===== src/rtl/fpu_pkg.sv =====
// Shared definitions for the parametrised floating-point adder/subtractor:
// FSM encodings, status bit positions and width helpers.
package fpu_pkg;

  localparam int FPU_DEF_EXP_W = 8;
  localparam int FPU_DEF_MAN_W = 23;
  localparam int FPU_MAX_W     = 128;

  typedef logic [2:0] fpu_state_t;

  localparam fpu_state_t ST_IDLE   = 3'd0;
  localparam fpu_state_t ST_UNPACK = 3'd1;
  localparam fpu_state_t ST_ALIGN  = 3'd2;
  localparam fpu_state_t ST_ADD    = 3'd3;
  localparam fpu_state_t ST_NORM   = 3'd4;
  localparam fpu_state_t ST_ROUND  = 3'd5;
  localparam fpu_state_t ST_DONE   = 3'd6;

  localparam int STAT_EXACT_IDX     = 0;
  localparam int STAT_OVERFLOW_IDX  = 1;
  localparam int STAT_UNDERFLOW_IDX = 2;
  localparam int STAT_INEXACT_IDX   = 3;

  localparam logic [3:0] STATUS_EXACT     = 4'(1 << STAT_EXACT_IDX);
  localparam logic [3:0] STATUS_OVERFLOW  = 4'(1 << STAT_OVERFLOW_IDX);
  localparam logic [3:0] STATUS_UNDERFLOW = 4'(1 << STAT_UNDERFLOW_IDX);
  localparam logic [3:0] STATUS_INEXACT   = 4'(1 << STAT_INEXACT_IDX);

  function automatic int fpu_word_w(input int exp_w, input int man_w);
    return 1 + exp_w + man_w;
  endfunction

  // {carry, hidden, fraction, G, R, S}
  function automatic int fpu_sig_w(input int man_w);
    return man_w + 5;
  endfunction

  // Two spare bits keep over/underflow visible as a signed value.
  function automatic int fpu_exp_int_w(input int exp_w);
    return exp_w + 2;
  endfunction

  // Canonical quiet NaN: sign 0, exponent all ones, fraction MSB set.
  function automatic logic [FPU_MAX_W-1:0] fpu_qnan(input int exp_w, input int man_w);
    logic [FPU_MAX_W-1:0] one;
    logic [FPU_MAX_W-1:0] r;
    one = FPU_MAX_W'(1);
    r   = ((one << exp_w) - one) << man_w;
    r   = r | (one << (man_w - 1));
    return r;
  endfunction

endpackage


===== src/rtl/fpu_lzc.sv =====
// Combinational leading-zero counter; an all-zero input reports N.
module fpu_lzc #(
  parameter int N  = 27,
  parameter int CW = $clog2(N + 1)
) (
  input  logic [N-1:0]  data_in,
  output logic [CW-1:0] count_out
);

  // The last hit in an ascending scan is the most significant set bit.
  always_comb begin
    count_out = CW'(N);
    for (int i = 0; i < N; i++) begin
      if ((data_in >> i) != '0) begin
        count_out = CW'(N - 1 - i);
      end
    end
  end

endmodule


===== src/rtl/fpu_addsub_param.sv =====
// Multi-cycle IEEE-754-style adder/subtractor with RNE rounding, special-value
// handling and valid/ready handshakes; one operation in flight at a time.
module fpu_addsub_param
  import fpu_pkg::*;
#(
  parameter  int EXP_W = FPU_DEF_EXP_W,
  parameter  int MAN_W = FPU_DEF_MAN_W,
  localparam int W     = fpu_word_w(EXP_W, MAN_W)
) (
  input  logic         clk,
  input  logic         reset_n,
  input  logic         in_valid,
  output logic         in_ready,
  input  logic [W-1:0] Op_A_in,
  input  logic [W-1:0] Op_B_in,
  input  logic         op_select,
  output logic         out_valid,
  input  logic         out_ready,
  output logic [W-1:0] data_out,
  output logic [3:0]   status_out,
  output logic         invalid_out
);

  localparam int SIG_W  = fpu_sig_w(MAN_W);
  localparam int EW     = fpu_exp_int_w(EXP_W);
  localparam int LZ_N   = SIG_W - 1;
  localparam int LZ_CW  = $clog2(LZ_N + 1);
  localparam int SH_MAX = MAN_W + 3;

  localparam logic [FPU_MAX_W-1:0] QNAN_FULL = fpu_qnan(EXP_W, MAN_W);
  localparam logic [W-1:0]         QNAN      = QNAN_FULL[W-1:0];
  localparam logic signed [EW-1:0] EXP_MAX   = EW'((1 << EXP_W) - 1);
  localparam logic signed [EW-1:0] EXP_ONE   = EW'(1);
  localparam logic signed [EW-1:0] EXP_ZERO  = '0;

  fpu_state_t state_q, state_d;

  logic [W-1:0]           a_q, a_d, b_q, b_d;
  logic                   op_q, op_d;
  logic                   sign_l_q, sign_l_d, sign_s_q, sign_s_d;
  logic [EXP_W-1:0]       exp_l_q, exp_l_d, exp_s_q, exp_s_d;
  logic [MAN_W:0]         man_l_q, man_l_d, man_s_q, man_s_d;
  logic                   nan_q, nan_d, inf_q, inf_d, inf_sign_q, inf_sign_d;
  logic [SIG_W-1:0]       sig_l_q, sig_l_d, sig_s_q, sig_s_d;
  logic [SIG_W-1:0]       sum_q, sum_d;
  logic signed [EW-1:0]   exp_q, exp_d;
  logic [SIG_W-2:0]       sig_n_q, sig_n_d;
  logic signed [EW-1:0]   exp_n_q, exp_n_d;
  logic                   zero_q, zero_d;
  logic                   out_valid_q, out_valid_d;
  logic [W-1:0]           data_q, data_d;
  logic [3:0]             status_q, status_d;
  logic                   invalid_q, invalid_d;

  // Combinational stage results, muxed into registers by the FSM.
  logic                   un_sa, un_sb, un_a_ge_b;
  logic [EXP_W-1:0]       un_ea, un_eb;
  logic [MAN_W:0]         un_ma, un_mb;
  logic                   un_nan_a, un_nan_b, un_inf_a, un_inf_b;
  logic [31:0]            al_diff, al_shamt;
  logic [MAN_W+3:0]       al_ext, al_shifted, al_lost_mask;
  logic [SIG_W-1:0]       al_sig_s;
  logic [SIG_W-1:0]       add_sum;
  logic [LZ_CW-1:0]       lz;
  logic                   rnd_g, rnd_r, rnd_s, rnd_lsb, rnd_inexact, rnd_inc;
  logic [MAN_W+1:0]       rnd_mant;
  logic signed [EW-1:0]   rnd_exp;
  logic [MAN_W-1:0]       rnd_frac;
  logic [W-1:0]           rnd_data;
  logic [3:0]             rnd_status;
  logic                   rnd_invalid;

  assign in_ready    = (state_q == ST_IDLE);
  assign out_valid   = out_valid_q;
  assign data_out    = data_q;
  assign status_out  = status_q;
  assign invalid_out = invalid_q;

  fpu_lzc #(
    .N (LZ_N)
  ) u_lzc (
    .data_in   (sum_q[SIG_W-2:0]),
    .count_out (lz)
  );

  // Unpack: zero-exponent inputs are flushed, operands ordered by magnitude.
  always_comb begin
    un_sa     = a_q[W-1];
    un_sb     = b_q[W-1] ^ op_q;
    un_ea     = a_q[W-2:MAN_W];
    un_eb     = b_q[W-2:MAN_W];
    un_ma     = (un_ea == '0) ? '0 : {1'b1, a_q[MAN_W-1:0]};
    un_mb     = (un_eb == '0) ? '0 : {1'b1, b_q[MAN_W-1:0]};
    un_nan_a  = (&un_ea) & (|a_q[MAN_W-1:0]);
    un_nan_b  = (&un_eb) & (|b_q[MAN_W-1:0]);
    un_inf_a  = (&un_ea) & ~(|a_q[MAN_W-1:0]);
    un_inf_b  = (&un_eb) & ~(|b_q[MAN_W-1:0]);
    un_a_ge_b = {un_ea, un_ma} >= {un_eb, un_mb};
  end

  // Align: shifted-out bits collapse into S; the shift saturates once the
  // hidden bit has reached S.
  always_comb begin
    al_diff      = 32'(exp_l_q) - 32'(exp_s_q);
    al_shamt     = (al_diff > 32'(SH_MAX)) ? 32'(SH_MAX) : al_diff;
    al_ext       = {man_s_q, 3'b000};
    al_lost_mask = ~({(MAN_W+4){1'b1}} << al_shamt);
    al_shifted   = al_ext >> al_shamt;
    al_sig_s     = {1'b0, al_shifted[MAN_W+3:1], al_shifted[0] | (|(al_ext & al_lost_mask))};
    add_sum      = (sign_l_q ^ sign_s_q) ? (sig_l_q - sig_s_q) : (sig_l_q + sig_s_q);
  end

  // Round to nearest even, then resolve specials, zero and range limits.
  always_comb begin
    rnd_g       = sig_n_q[2];
    rnd_r       = sig_n_q[1];
    rnd_s       = sig_n_q[0];
    rnd_lsb     = sig_n_q[3];
    rnd_inexact = rnd_g | rnd_r | rnd_s;
    rnd_inc     = rnd_g & (rnd_r | rnd_s | rnd_lsb);
    rnd_mant    = {1'b0, sig_n_q[MAN_W+3:3]} + {{(MAN_W+1){1'b0}}, rnd_inc};
    rnd_exp     = rnd_mant[MAN_W+1] ? (exp_n_q + EXP_ONE) : exp_n_q;
    rnd_frac    = rnd_mant[MAN_W+1] ? rnd_mant[MAN_W:1] : rnd_mant[MAN_W-1:0];
    rnd_invalid = 1'b0;
    if (nan_q) begin
      rnd_data    = QNAN;
      rnd_status  = 4'b0000;
      rnd_invalid = 1'b1;
    end else if (inf_q) begin
      rnd_data   = {inf_sign_q, {EXP_W{1'b1}}, {MAN_W{1'b0}}};
      rnd_status = STATUS_EXACT;
    end else if (zero_q) begin
      // Only (-0)+(-0) keeps a negative sign on an exact zero.
      rnd_data   = {sign_l_q & sign_s_q, {(W-1){1'b0}}};
      rnd_status = STATUS_EXACT;
    end else if (exp_n_q <= EXP_ZERO) begin
      rnd_data   = '0;
      rnd_status = STATUS_INEXACT | STATUS_UNDERFLOW;
    end else if (rnd_exp >= EXP_MAX) begin
      rnd_data   = {sign_l_q, {EXP_W{1'b1}}, {MAN_W{1'b0}}};
      rnd_status = STATUS_INEXACT | STATUS_OVERFLOW;
    end else begin
      rnd_data   = {sign_l_q, rnd_exp[EXP_W-1:0], rnd_frac};
      rnd_status = rnd_inexact ? STATUS_INEXACT : STATUS_EXACT;
    end
  end

  always_comb begin
    state_d     = state_q;
    a_d         = a_q;
    b_d         = b_q;
    op_d        = op_q;
    sign_l_d    = sign_l_q;
    sign_s_d    = sign_s_q;
    exp_l_d     = exp_l_q;
    exp_s_d     = exp_s_q;
    man_l_d     = man_l_q;
    man_s_d     = man_s_q;
    nan_d       = nan_q;
    inf_d       = inf_q;
    inf_sign_d  = inf_sign_q;
    sig_l_d     = sig_l_q;
    sig_s_d     = sig_s_q;
    sum_d       = sum_q;
    exp_d       = exp_q;
    sig_n_d     = sig_n_q;
    exp_n_d     = exp_n_q;
    zero_d      = zero_q;
    out_valid_d = out_valid_q;
    data_d      = data_q;
    status_d    = status_q;
    invalid_d   = invalid_q;
    case (state_q)
      ST_IDLE: begin
        if (in_valid) begin
          a_d     = Op_A_in;
          b_d     = Op_B_in;
          op_d    = op_select;
          state_d = ST_UNPACK;
        end
      end
      ST_UNPACK: begin
        sign_l_d   = un_a_ge_b ? un_sa : un_sb;
        sign_s_d   = un_a_ge_b ? un_sb : un_sa;
        exp_l_d    = un_a_ge_b ? un_ea : un_eb;
        exp_s_d    = un_a_ge_b ? un_eb : un_ea;
        man_l_d    = un_a_ge_b ? un_ma : un_mb;
        man_s_d    = un_a_ge_b ? un_mb : un_ma;
        nan_d      = un_nan_a | un_nan_b | (un_inf_a & un_inf_b & (un_sa ^ un_sb));
        inf_d      = un_inf_a | un_inf_b;
        inf_sign_d = un_inf_a ? un_sa : un_sb;
        state_d    = ST_ALIGN;
      end
      ST_ALIGN: begin
        sig_l_d = {1'b0, man_l_q, 3'b000};
        sig_s_d = al_sig_s;
        state_d = ST_ADD;
      end
      ST_ADD: begin
        sum_d   = add_sum;
        exp_d   = $signed({2'b00, exp_l_q});
        state_d = ST_NORM;
      end
      ST_NORM: begin
        zero_d = 1'b0;
        if (sum_q[SIG_W-1]) begin
          sig_n_d = {sum_q[SIG_W-1:2], |sum_q[1:0]};
          exp_n_d = exp_q + EXP_ONE;
        end else if (sum_q == '0) begin
          sig_n_d = '0;
          exp_n_d = exp_q;
          zero_d  = 1'b1;
        end else begin
          sig_n_d = sum_q[SIG_W-2:0] << lz;
          exp_n_d = exp_q - $signed(EW'(lz));
        end
        state_d = ST_ROUND;
      end
      ST_ROUND: begin
        data_d      = rnd_data;
        status_d    = rnd_status;
        invalid_d   = rnd_invalid;
        out_valid_d = 1'b1;
        state_d     = ST_DONE;
      end
      ST_DONE: begin
        if (out_ready) begin
          out_valid_d = 1'b0;
          state_d     = ST_IDLE;
        end
      end
      default: state_d = ST_IDLE;
    endcase
  end

  always_ff @(posedge clk) begin
    if (!reset_n) begin
      state_q     <= ST_IDLE;
      out_valid_q <= 1'b0;
      data_q      <= '0;
      status_q    <= '0;
      invalid_q   <= 1'b0;
    end else begin
      state_q     <= state_d;
      out_valid_q <= out_valid_d;
      data_q      <= data_d;
      status_q    <= status_d;
      invalid_q   <= invalid_d;
    end
  end

  // Datapath registers are only consumed in the state after they load.
  always_ff @(posedge clk) begin
    a_q        <= a_d;
    b_q        <= b_d;
    op_q       <= op_d;
    sign_l_q   <= sign_l_d;
    sign_s_q   <= sign_s_d;
    exp_l_q    <= exp_l_d;
    exp_s_q    <= exp_s_d;
    man_l_q    <= man_l_d;
    man_s_q    <= man_s_d;
    nan_q      <= nan_d;
    inf_q      <= inf_d;
    inf_sign_q <= inf_sign_d;
    sig_l_q    <= sig_l_d;
    sig_s_q    <= sig_s_d;
    sum_q      <= sum_d;
    exp_q      <= exp_d;
    sig_n_q    <= sig_n_d;
    exp_n_q    <= exp_n_d;
    zero_q     <= zero_d;
  end

endmodule

===== config.mk =====
export PLATFORM = sky130hd
export DESIGN_NAME = fpu_addsub_param
export DESIGN_NICKNAME = d
export VERILOG_FILES = /design/src/rtl/fpu_pkg.sv /design/src/rtl/fpu_lzc.sv /design/src/rtl/fpu_addsub_param.sv
export SDC_FILE = /design/constraint.sdc
export NUM_CORES = 1
export LEC_CHECK = 0
export CAP_MARGIN = 15
export CORE_UTILIZATION = 35
export DETAILED_ROUTE_END_ITERATION = 10
export PLACE_DENSITY = 0.53
export SYNTH_ARGS = -nofsm -noshare
export SYNTH_HDL_FRONTEND = slang
export SYNTH_SLANG_ARGS = --single-unit

===== constraint.sdc =====
create_clock -name clk -period 14.87 [get_ports clk]
set_clock_uncertainty 0.1 [all_clocks]
set_input_delay 1.487 -clock clk [delete_from_list [all_inputs] [get_ports clk]]
set_output_delay 1.487 -clock clk [all_outputs]
set_load 0.01 [all_outputs]

==> results_dict.tcl <==
set metrics [dict create \
    status "complete, no violations" \
    setup_viol 0 \
    yosysWarnings 0 \
    fin_area_um2 21800 \
    cts_sinks 300 \
    clockBufferDepth 3 \
    ys_ff_latch 300 \
    cts_tree "yes" \
    synth_edf_count 259 \
    cts-buffers-inserted 37 \
    initialDrtViolationCount 1069 \
    port_buffers 107 \
    arrival_ps 5080 \
    grt_pass1_vias 14062 \
    antenna_found_initial 1 \
    path_class "flip-flop to flip-flop" \
    ys_types 90 \
    overflow 0 \
    cts.clk_slew.worst_paths_ps 60 \
    wirelength_mm 50.6 \
    core_um2 52800 \
    seq_power_share_pct 42.7 \
    post_cts_resized 0 \
    critical_path.endpoint_type "flip-flop" \
    drive_gt1_share_pct 7.86 \
    fp.dieW_um 234 \
    ant_nets 0 \
    combPwrFrac_pct 20.7 \
    cap_violations 0 \
    rrSetupSlack_ps 10080 \
    nNetsFinal 2127 \
    die_h_um 234 \
    leakage_uw 0.00834 \
    vias 14531 \
    tns_ps 0 \
    ir_drop_uv 87.0 \
    grt_max_degree 70 \
    switching_share_pct 29.3 \
    n_antenna_cell 0 \
    detail_route.first_pass.iterations 5 \
    synth-seq-area-share_pct 45.7 \
    fill_cells 5224 \
    p_per_area_nw_per_um2 111 \
    synth_cells 1871 \
    gp_congestion 0.932 \
    syn_to_final_growth_pct 15.8 \
    finalCriticalPeriod_ps 4790 \
    initial_core_util_pct 35.6 \
    io_pins 108 \
    critPathMaxFanout 29 \
    die-area_um2 54600 \
    cts_root_buffer "clkbuf_16" \
    placementRows 84 \
    pwr-share-clk_pct 36.6 \
    synthesis.area_um2 18800 \
    vias_per_cell 5.44 \
    p_int_uw 1700 \
    hold_buffers 0 \
    hold_class "flip-flop to flip-flop" \
    rsz0062_at_grt "no" \
    synthArstFlopShare_pct 0 \
    detailed_place_hpwl_mm 38.4 \
    maxSlewHeadroom_pct 30.8 \
    clk_latency_ps 550 \
    cts_max_level 2 \
    fmax_mhz 209 \
    ys.flop_type "edfxtp_1" \
    grt_pass1_wl_mm 78.6 \
    cts_setup_buffers 0 \
    start_kind "flip-flop" \
    post_dp_cell_area_um2 20600 \
    syn_nets 2042 \
    avgSynthCellArea_um2 10.0 \
    maxSlewViolCount 0 \
    routedWlPerCell_um 19.0 \
    period_share_pct 32.2 \
    p_sw_uw 706 \
    hold_viol 0 \
    track_usage_pct 18.3 \
    drc_errors 0 \
    worst_pin_slew_ps 1040 \
    crit_required_ps 15160 \
]
[layout by cell type, fill, tap and decap left out, types with 17 or more instances in the layout]
cell	instances
o21ai_0	93
or3_1	18
nand4_1	22
a21o_1	23
nor2_1	130
xnor2_1	34
a31oi_1	20
clkdlybuf4s50_1	107
xor2_1	33
nand2b_1	20
mux2_2	34
buf_4	24
nor4_1	30
nand3_1	30
clkbuf_16	39
dfxtp_1	41
o31ai_1	17
nor3_1	38
ha_1	99
a211oi_1	24
mux2i_1	137
edfxtp_1	259
nand2_1	214
a21oi_1	109
inv_1	117
[final timing paths]
path,startpoint,endpoint,cells after the start
worst max-delay path,sum_q[5],exp_n_q[8],16
worst min-delay path,man_l_q[20],sig_l_q[23],0
worst max register to register,sum_q[5],exp_n_q[8],16
worst min register to register,man_l_q[20],sig_l_q[23],0
[cell usage after synthesis, drive strengths merged (25+ instances only)]
library cell	n	area, um2
edfxtp	259	7780
nand2	214	803
mux2i	138	1390
nor2	134	508
inv	118	443
o21ai	111	563
a21oi	110	554
ha	99	1240
clkbuf	54	203
dfxtp	41	821
nor3	40	205
mux2	36	405
xnor2	34	298
xor2	33	289
buf	31	188
nor4	31	200
nand3	30	150
a211oi	25	193
[cell families after synthesis]
kind of cell | synth area share [%]
flops | 45.7
fa+ha+maj | 6.91
simple gates | 14.8
compound gates | 15.4
mux | 9.53
buf+inv | 4.48
xor+xnor | 3.12
[routing by layer]
metal	track usage (%)	vias up	part of all wire, %
met5	0	-	0.024
met4	5.74	2	2.7
met3	2.97	86	4.7
met2	30.0	351	47
met1	24.7	6989	46
li1	-	7103	-
[cell type report]
| class | instances | area, um2 | area share [%] |
|---|---|---|---|
| multi-input combinational | 1367 | 9420 | 43.3 |
| tap | 688 | 861 | 3.95 |
| inverter | 119 | 452 | 2.08 |
| clock buffer | 47 | 1020 | 4.68 |
| sequential | 300 | 8600 | 39.5 |
| timing repair buffer | 131 | 1250 | 5.75 |
| clock inverter | 20 | 163 | 0.747 |
[flip-flops by register name, indices dropped and copies added, names as in the netlist, 3 cells and up]
name	cells
a_q	32
b_q	32
data_out	32
exp_l_q	8
exp_n_q	10
exp_q	8
exp_s_q	8
man_l_q	24
man_s_q	24
sig_l_q	24
sig_n_q	27
sig_s_q	27
state_q	3
status_out	4
sum_q	28
[worst max-delay path, stage by stage, from the launching register on]
cell	delay, ps
edfxtp_1	500
or4_4	580
a211o_1	290
a311o_1	340
a2111oi_2	390
o21ai_2	100
buf_4	250
clkinv_4	180
ha_1	170
inv_1	60
fa_1	400
a21o_1	190
a21oi_1	220
nor2b_1	70
or4_1	440
nor3_1	200
o21bai_1	140
[through the flow]
| stage | std cells | hold slack, ps | util, % | worst slack [ps] | power (uW) |
|---|---|---|---|---|---|
| 4_1_cts | 2671 | 321 | 41.2 | 10090 | 2430 |
| 3_5_place_dp | 2604 | 306 | 39.0 | 10150 | 1540 |
| 3_3_place_gp | 2604 | 306 | 39.0 | 10180 | 1540 |
| 2_1_floorplan | 1871 | 300 | - | 9920 | 1380 |
| 5_1_grt | 2672 | 335 | 41.3 | 9870 | 2520 |
| 6_report | 2672 | 320 | 41.3 | 10080 | 2410 |
[power by group through the flow]
| stage | Clock (uW) | Sequential (uW) | Combinational, uW |
|---|---|---|---|
| after floorplan | 0 | 1030 | 355 |
| after global placement | 0 | 1040 | 496 |
| after CTS | 907 | 1030 | 499 |
| after global routing | 936 | 1030 | 548 |
| after detailed placement | 0 | 1050 | 496 |
| final | 881 | 1030 | 499 |
No activity file was read; power rests on OpenSTA's default activity.
